<file path="config.mk">
export PLATFORM = sky130hd
export DESIGN_NAME = mult_div_unit
export DESIGN_NICKNAME = d
export VERILOG_FILES = /design/src/rtl/mult_div_unit.sv
export SDC_FILE = /design/constraint.sdc
export NUM_CORES = 1
export LEC_CHECK = 0
export CORE_ASPECT_RATIO = 1.75
export CORE_UTILIZATION = 30
export DETAILED_ROUTE_END_ITERATION = 6
export GPL_TIMING_DRIVEN = 0
export PLACE_DENSITY = 0.49
export SLEW_MARGIN = 20
export SYNTH_ARGS = -nofsm -noshare
export SYNTH_HDL_FRONTEND = slang
export SYNTH_SLANG_ARGS = --single-unit
</file>
<file path="constraint.sdc">
create_clock -name clock -period 16.5 [get_ports clock]
set_input_delay 2.475 -clock clock [delete_from_list [all_inputs] [get_ports clock]]
set_output_delay 2.475 -clock clock [all_outputs]
set_load 0.02 [all_outputs]
</file>
<file path="src/rtl/mult_div_unit.sv">
// Iterative radix-2 multiply/divide unit that feeds the CPU HI/LO registers.
// Multiplies by shift-add and divides by restoring division. Both work on
// operand magnitudes, and the signs are applied in a single FIX cycle at the end.
//
// Handshake: a start request (start_mult or start_div) is taken only while
// the unit is in IDLE, and start_mult wins when both are high. busy is high
// while iterations are running (or while a divide-by-zero is being
// reported). done pulses for one cycle once the result is available on hi/lo.
// A new start may be presented in the same cycle as done.
module mult_div_unit #(
    parameter int WIDTH = 32,
    parameter int CNT_W = 6
) (
    input  logic             clock,
    input  logic             reset,
    input  logic             start_mult,
    input  logic             start_div,
    input  logic             signed_op,
    input  logic [WIDTH-1:0] op_a,
    input  logic [WIDTH-1:0] op_b,
    output logic [WIDTH-1:0] hi,
    output logic [WIDTH-1:0] lo,
    output logic             busy,
    output logic             done,
    output logic             div_zero,
    output logic [2:0]       state_dbg
);

    typedef enum logic [2:0] {
        IDLE = 3'd0,
        MULT = 3'd1,
        DIV  = 3'd2,
        FIX  = 3'd3,
        DONE = 3'd4
    } state_t;

    state_t state, state_nx;

    logic [CNT_W-1:0]   count;
    logic [WIDTH-1:0]   mag_op;    // multiplicand or divisor magnitude
    logic [2*WIDTH-1:0] acc;       // mult: {upper, multiplier}; div: {remainder, dividend/quotient}
    logic               is_mult;
    logic               neg_res;   // product or quotient must be negated
    logic               neg_rem;   // remainder must be negated (negative dividend)

    logic               accept_mult;
    logic               accept_div;
    logic               last_iter;
    logic [WIDTH-1:0]   mag_a_in;
    logic [WIDTH-1:0]   mag_b_in;
    logic [WIDTH:0]     mult_sum;
    logic [2*WIDTH-1:0] mult_next;
    logic [WIDTH:0]     div_shift;
    logic [WIDTH:0]     div_diff;
    logic [2*WIDTH-1:0] div_next;
    logic [2*WIDTH-1:0] prod_fixed;
    logic [WIDTH-1:0]   quot_fixed;
    logic [WIDTH-1:0]   rem_fixed;

    assign state_dbg = state;

    // busy drops once the iterations finish. FIX is the write-back cycle, so
    // busy is already low there and done follows it.
    assign busy = (state == MULT) || (state == DIV) || (state == DONE);

    assign accept_mult = (state == IDLE) && start_mult;
    assign accept_div  = (state == IDLE) && !start_mult && start_div;
    assign last_iter   = (count == CNT_W'(1));

    // Operand magnitudes, one iteration step of each engine, and sign correction
    always_comb begin
        mag_a_in = op_a;
        mag_b_in = op_b;
        if (signed_op && op_a[WIDTH-1]) mag_a_in = -op_a;
        if (signed_op && op_b[WIDTH-1]) mag_b_in = -op_b;

        // shift-add: add the multiplicand when the current multiplier bit is set
        mult_sum  = {1'b0, acc[2*WIDTH-1:WIDTH]} + (acc[0] ? {1'b0, mag_op} : {(WIDTH+1){1'b0}});
        mult_next = {mult_sum, acc[WIDTH-1:1]};

        // restoring division: trial subtract, keep the result only if non-negative
        div_shift = {acc[2*WIDTH-1:WIDTH], acc[WIDTH-1]};
        div_diff  = div_shift - {1'b0, mag_op};
        if (div_diff[WIDTH])
            div_next = {div_shift[WIDTH-1:0], acc[WIDTH-2:0], 1'b0};
        else
            div_next = {div_diff[WIDTH-1:0], acc[WIDTH-2:0], 1'b1};

        prod_fixed = neg_res ? -acc : acc;
        quot_fixed = neg_res ? -acc[WIDTH-1:0] : acc[WIDTH-1:0];
        rem_fixed  = neg_rem ? -acc[2*WIDTH-1:WIDTH] : acc[2*WIDTH-1:WIDTH];
    end

    // State register
    always_ff @(posedge clock or posedge reset) begin
        if (reset) state <= IDLE;
        else       state <= state_nx;
    end

    // Next-state logic
    always_comb begin
        state_nx = state;
        case (state)
            IDLE: begin
                if (accept_mult)
                    state_nx = MULT;
                else if (accept_div)
                    state_nx = (op_b == '0) ? DONE : DIV;
            end
            MULT:    if (last_iter) state_nx = FIX;
            DIV:     if (last_iter) state_nx = FIX;
            FIX:     state_nx = IDLE;
            DONE:    state_nx = IDLE;
            default: state_nx = IDLE;
        endcase
    end

    // Datapath: operand capture, iteration, sign fix-up and HI/LO write-back
    always_ff @(posedge clock or posedge reset) begin
        if (reset) begin
            count    <= '0;
            mag_op   <= '0;
            acc      <= '0;
            is_mult  <= 1'b0;
            neg_res  <= 1'b0;
            neg_rem  <= 1'b0;
            hi       <= '0;
            lo       <= '0;
            done     <= 1'b0;
            div_zero <= 1'b0;
        end else begin
            done     <= (state == FIX) || (state == DONE);
            div_zero <= (state == DONE);
            case (state)
                IDLE: begin
                    if (accept_mult || accept_div) begin
                        count   <= CNT_W'(WIDTH);
                        mag_op  <= mag_b_in;
                        acc     <= {{WIDTH{1'b0}}, mag_a_in};
                        is_mult <= accept_mult;
                        neg_res <= signed_op && (op_a[WIDTH-1] ^ op_b[WIDTH-1]);
                        neg_rem <= signed_op && op_a[WIDTH-1];
                    end
                end
                MULT: begin
                    acc   <= mult_next;
                    count <= count - CNT_W'(1);
                end
                DIV: begin
                    acc   <= div_next;
                    count <= count - CNT_W'(1);
                end
                FIX: begin
                    if (is_mult) begin
                        hi <= prod_fixed[2*WIDTH-1:WIDTH];
                        lo <= prod_fixed[WIDTH-1:0];
                    end else begin
                        hi <= rem_fixed;
                        lo <= quot_fixed;
                    end
                end
                default: ;
            endcase
        end
    end

endmodule
</file>
==> impl_results.md <==
- I/O pins: around 140
- CTS tree: built
- Share of cells above drive strength 1: 3.610%
- Synth area leaders: dfrtp_1 (32%), o21ai_0 (7.4%), ha_1 (6.5%)
- Final hold violations: 0
- Final critical-path required period: between 5 and 6 ns
- Initial Utilization: a little under a third
- Synth top cells by count: o21ai_0 (198), nor2_1 (181), nand2_1 (176), dfrtp_1 (174), a21oi_1 (146)
- Peak supply drop: about 0.099 mV
- Cells after Synth: between 1500 and 2000
- Dpl cells: 2396
- Fillers: ~4700
- Distinct cells, synth: between 80 and 90
- Crit Path Class: reg2out
- Placer Congestion: 0.9205
- Starting DRT DRC Count: roughly 740
- Clk Latency, worst-skew pair: roughly 0.46 ns
- Final clock skew: roughly 0.014 ns
- Vias in the first global route: ~13000
- CTS clock-pin slew for the worst setup and hold paths: roughly 0.070 ns
- Worst path arrival time: about 3.0 ns
- Ys Warns: 0
- Hold_buf cts: 0
- Count leader, synth: o21ai_0
- Port buffer count: roughly 140
- Post-synth EDFFs: 0
- Top FF cell, synth: dfrtp_1
- CP Capture Type: output pin
- Setup_tns: 0 ns
- Required @ worst endpoint: around 14 ns
- Actual slew at the worst max-slew pin: ~1.1 ns
- Final Cycle Share: around 33%
- Sequential power share: 21.6%
- Area share of the largest cell type after synthesis: approximately a third
- Final setup vio count: 0
- Net switching power: 0.002123 W
- Syn_area_per_cell: 7.961 um^2
- Dpl ws: ~10 ns
- DP Wirelength: 43720 um
- Worst min-delay path class: reg2reg
- Full die area: 45630 um^2
- Netlist Area Pre-Place: around 13000 um^2
- Antenna cells: 0
- Sink Count: 174
- Post-CTS setup buffer count: 0
- Power per cell area: between 200 and 250 nW/um^2
- Sw Ratio: approximately 53%
- Die Wd: 161.9 um
- Type of origin of the critical path: flip-flop
- Number of H-tree levels: 4
- All-Layer GR Usage: roughly a quarter
- CP max FO: 10
- CTS Buf Count: 17
- GRT overflow: 0
- LEAKAGE: a little under 7 nW
- WL/cell: about 22 um
- Clk buf depth: 2
- Pin count of the biggest net entering global routing: between 90 and 100
- Status: finished, final reports clean
- Internal power: ~0.0019 W
- Routed vias/inst: between 5 and 6
- Area delta synth->final: 20.48%
- First-pass GRT wire length: roughly 80000 um
- Post-Syn Nets: 1827
- Largest area contributor in the netlist: dfrtp_1
- Peak Freq: 184.0 MHz
- Final net count: a little under 2000
- Finished Layout Cells: ~2400
- Drt drc: 0
- Final max-slew violation count: 0
- Power share of the clock group: ~11%
- # rows: 102
- RSZ-0062 raised after global routing: no
- Die Y: 281.8 um
- Core area: 44160 um^2
- Rel. slew slack: between 20% and 30%
- First-pass iteration count of the detailed router: 5
- Max-capacitance violation count: 0
- DR vias: between 10000 and 15000
- Comb pwr share: a little under 70%
- Final core occ: a little over a third
- Clock root buffer: clkbuf_16
- CTS resizes: 0
- Final wirelength: around 53000 um
- Share of flip-flops with an asynchronous set or reset: 100.0%
- Initial antenna violation count: 0
- Sequential element share of the synthesized area: 32.44%
- Post-synthesis register bit count: between 150 and 200
- Final worst setup slack: around 11 ns
- Antenna-violating nets left: 0
==> worst max-delay path: stages, from the launching register on <==
cell and delay (ns):
dfrtp_1 0.35, clkbuf_1 0.30, nor3b_1 0.15, nor2_1 0.45, clkbuf_1 0.52, nand2_1 0.15, clkdlybuf4s50_1 0.58
==> area by class of cell <==
| type | instances | area, um^2 | area share [%] |
|---|---|---|---|
| multi-input combinational | 1353 | 8463 | 52.33 |
| clock inverter | 9 | 122.6 | 0.7582 |
| sequential | 174 | 4354 | 26.92 |
| buffer | 98 | 382.9 | 2.367 |
| tap | 572 | 715.7 | 4.426 |
| clock buffer | 23 | 498.0 | 3.079 |
| timing repair buffer | 138 | 1399 | 8.650 |
| inverter | 61 | 236.5 | 1.462 |
==> flip-flops by register name, indices dropped and copies added, names as in the netlist <==
| signal | count |
|---|---|
| neg_res | 1 |
| lo | 32 |
| hi | 32 |
| neg_rem | 1 |
| state_dbg | 3 |
| acc | 64 |
| div_zero | 1 |
| count | 6 |
| done | 1 |
| is_mult | 1 |
| mag_op | 32 |
==> routing by layer <==
layer / vias up / GRT usage (%) / routed length (um)
li1: 6307 / - / -
met1: 6320 / 22.45 / 18240
met2: 344 / 45.59 / 29240
met3: 118 / 2.780 / 1660
met4: 0 / 17.66 / 4134
met5: - / 0 / 0
==> placed cells by master, fill, tap and decap left out, types with 8 or more instances in the layout <==
| master | n |
|---|---|
| or3_1 | 13 |
| nor3_1 | 33 |
| a21oi_1 | 146 |
| or4_1 | 10 |
| clkbuf_16 | 17 |
| mux2i_1 | 13 |
| ha_1 | 70 |
| a21o_1 | 37 |
| o41ai_1 | 11 |
| a22oi_1 | 38 |
| o211ai_1 | 8 |
| o21ai_0 | 198 |
| xnor2_1 | 87 |
| nor4_1 | 10 |
| clkbuf_1 | 92 |
| nand2_1 | 176 |
| a221oi_1 | 13 |
| nand2b_1 | 13 |
| nand3_1 | 18 |
| inv_1 | 59 |
| nor2b_1 | 13 |
| xor2_1 | 83 |
| a31oi_1 | 9 |
| o21ai_1 | 11 |
| clkdlybuf4s50_1 | 137 |
| nand4_1 | 15 |
| nor2_1 | 181 |
| o31ai_1 | 19 |
| and2_1 | 15 |
| dfrtp_1 | 174 |
==> per-stage QoR <==
step	hold slack (ns)	area (um^2)	power, W
after global placement	0.4632	15510	0.003566
after CTS	0.4866	16170	0.004024
after detailed placement	0.4708	15540	0.003582
final	0.4775	16170	0.004007
after global routing	0.4946	16170	0.004326
after floorplan	0.4498	13420	0.002588
==> kinds of logic after synthesis <==
logic type	count (synthesis)	synth area share [%]
AO/OA/AOI/OAI	560	25.54
XOR/XNOR	170	11.09
multiplexers	15	1.137
adder cells (fa/ha/maj)	72	6.823
buffers and inverters	159	4.558
flip-flops	174	32.44
AND/OR/NAND/NOR	536	18.41
==> power by group through the flow <==
stage | clock, W | combinational (W) | sequential (W)
finish | 0.000437 | 0.00270 | 0.000866
global route | 0.000458 | 0.00298 | 0.000891
CTS | 0.000444 | 0.00272 | 0.000865
detailed placement | 0 | 0.00271 | 0.000874
global placement | 0 | 0.00270 | 0.000870
floorplan | 0 | 0.00171 | 0.000878
==> path summary, 6_finish.rpt <==
path | from | end | slack, ns | cells after the start
max reg2reg | acc[0]$_DFFE_PP0P_ | acc[61]$_DFFE_PP0P_ | 11.22 | 14
max | state_dbg[1]$_DFFE_PP0P_ | busy | 11.06 | 6
max in group asynchronous | reset | mag_op[31]$_DFFE_PP0P_ | 13.04 | 3
min reg2reg | lo[17]$_DFFE_PP0N_ | lo[17]$_DFFE_PP0N_ | 0.48 | 2
min in group asynchronous | reset | hi[3]$_DFFE_PP0N_ | 2.51 | 2
min | lo[17]$_DFFE_PP0N_ | lo[17]$_DFFE_PP0N_ | 0.48 | 2
Power figures use the tool's default switching activity.
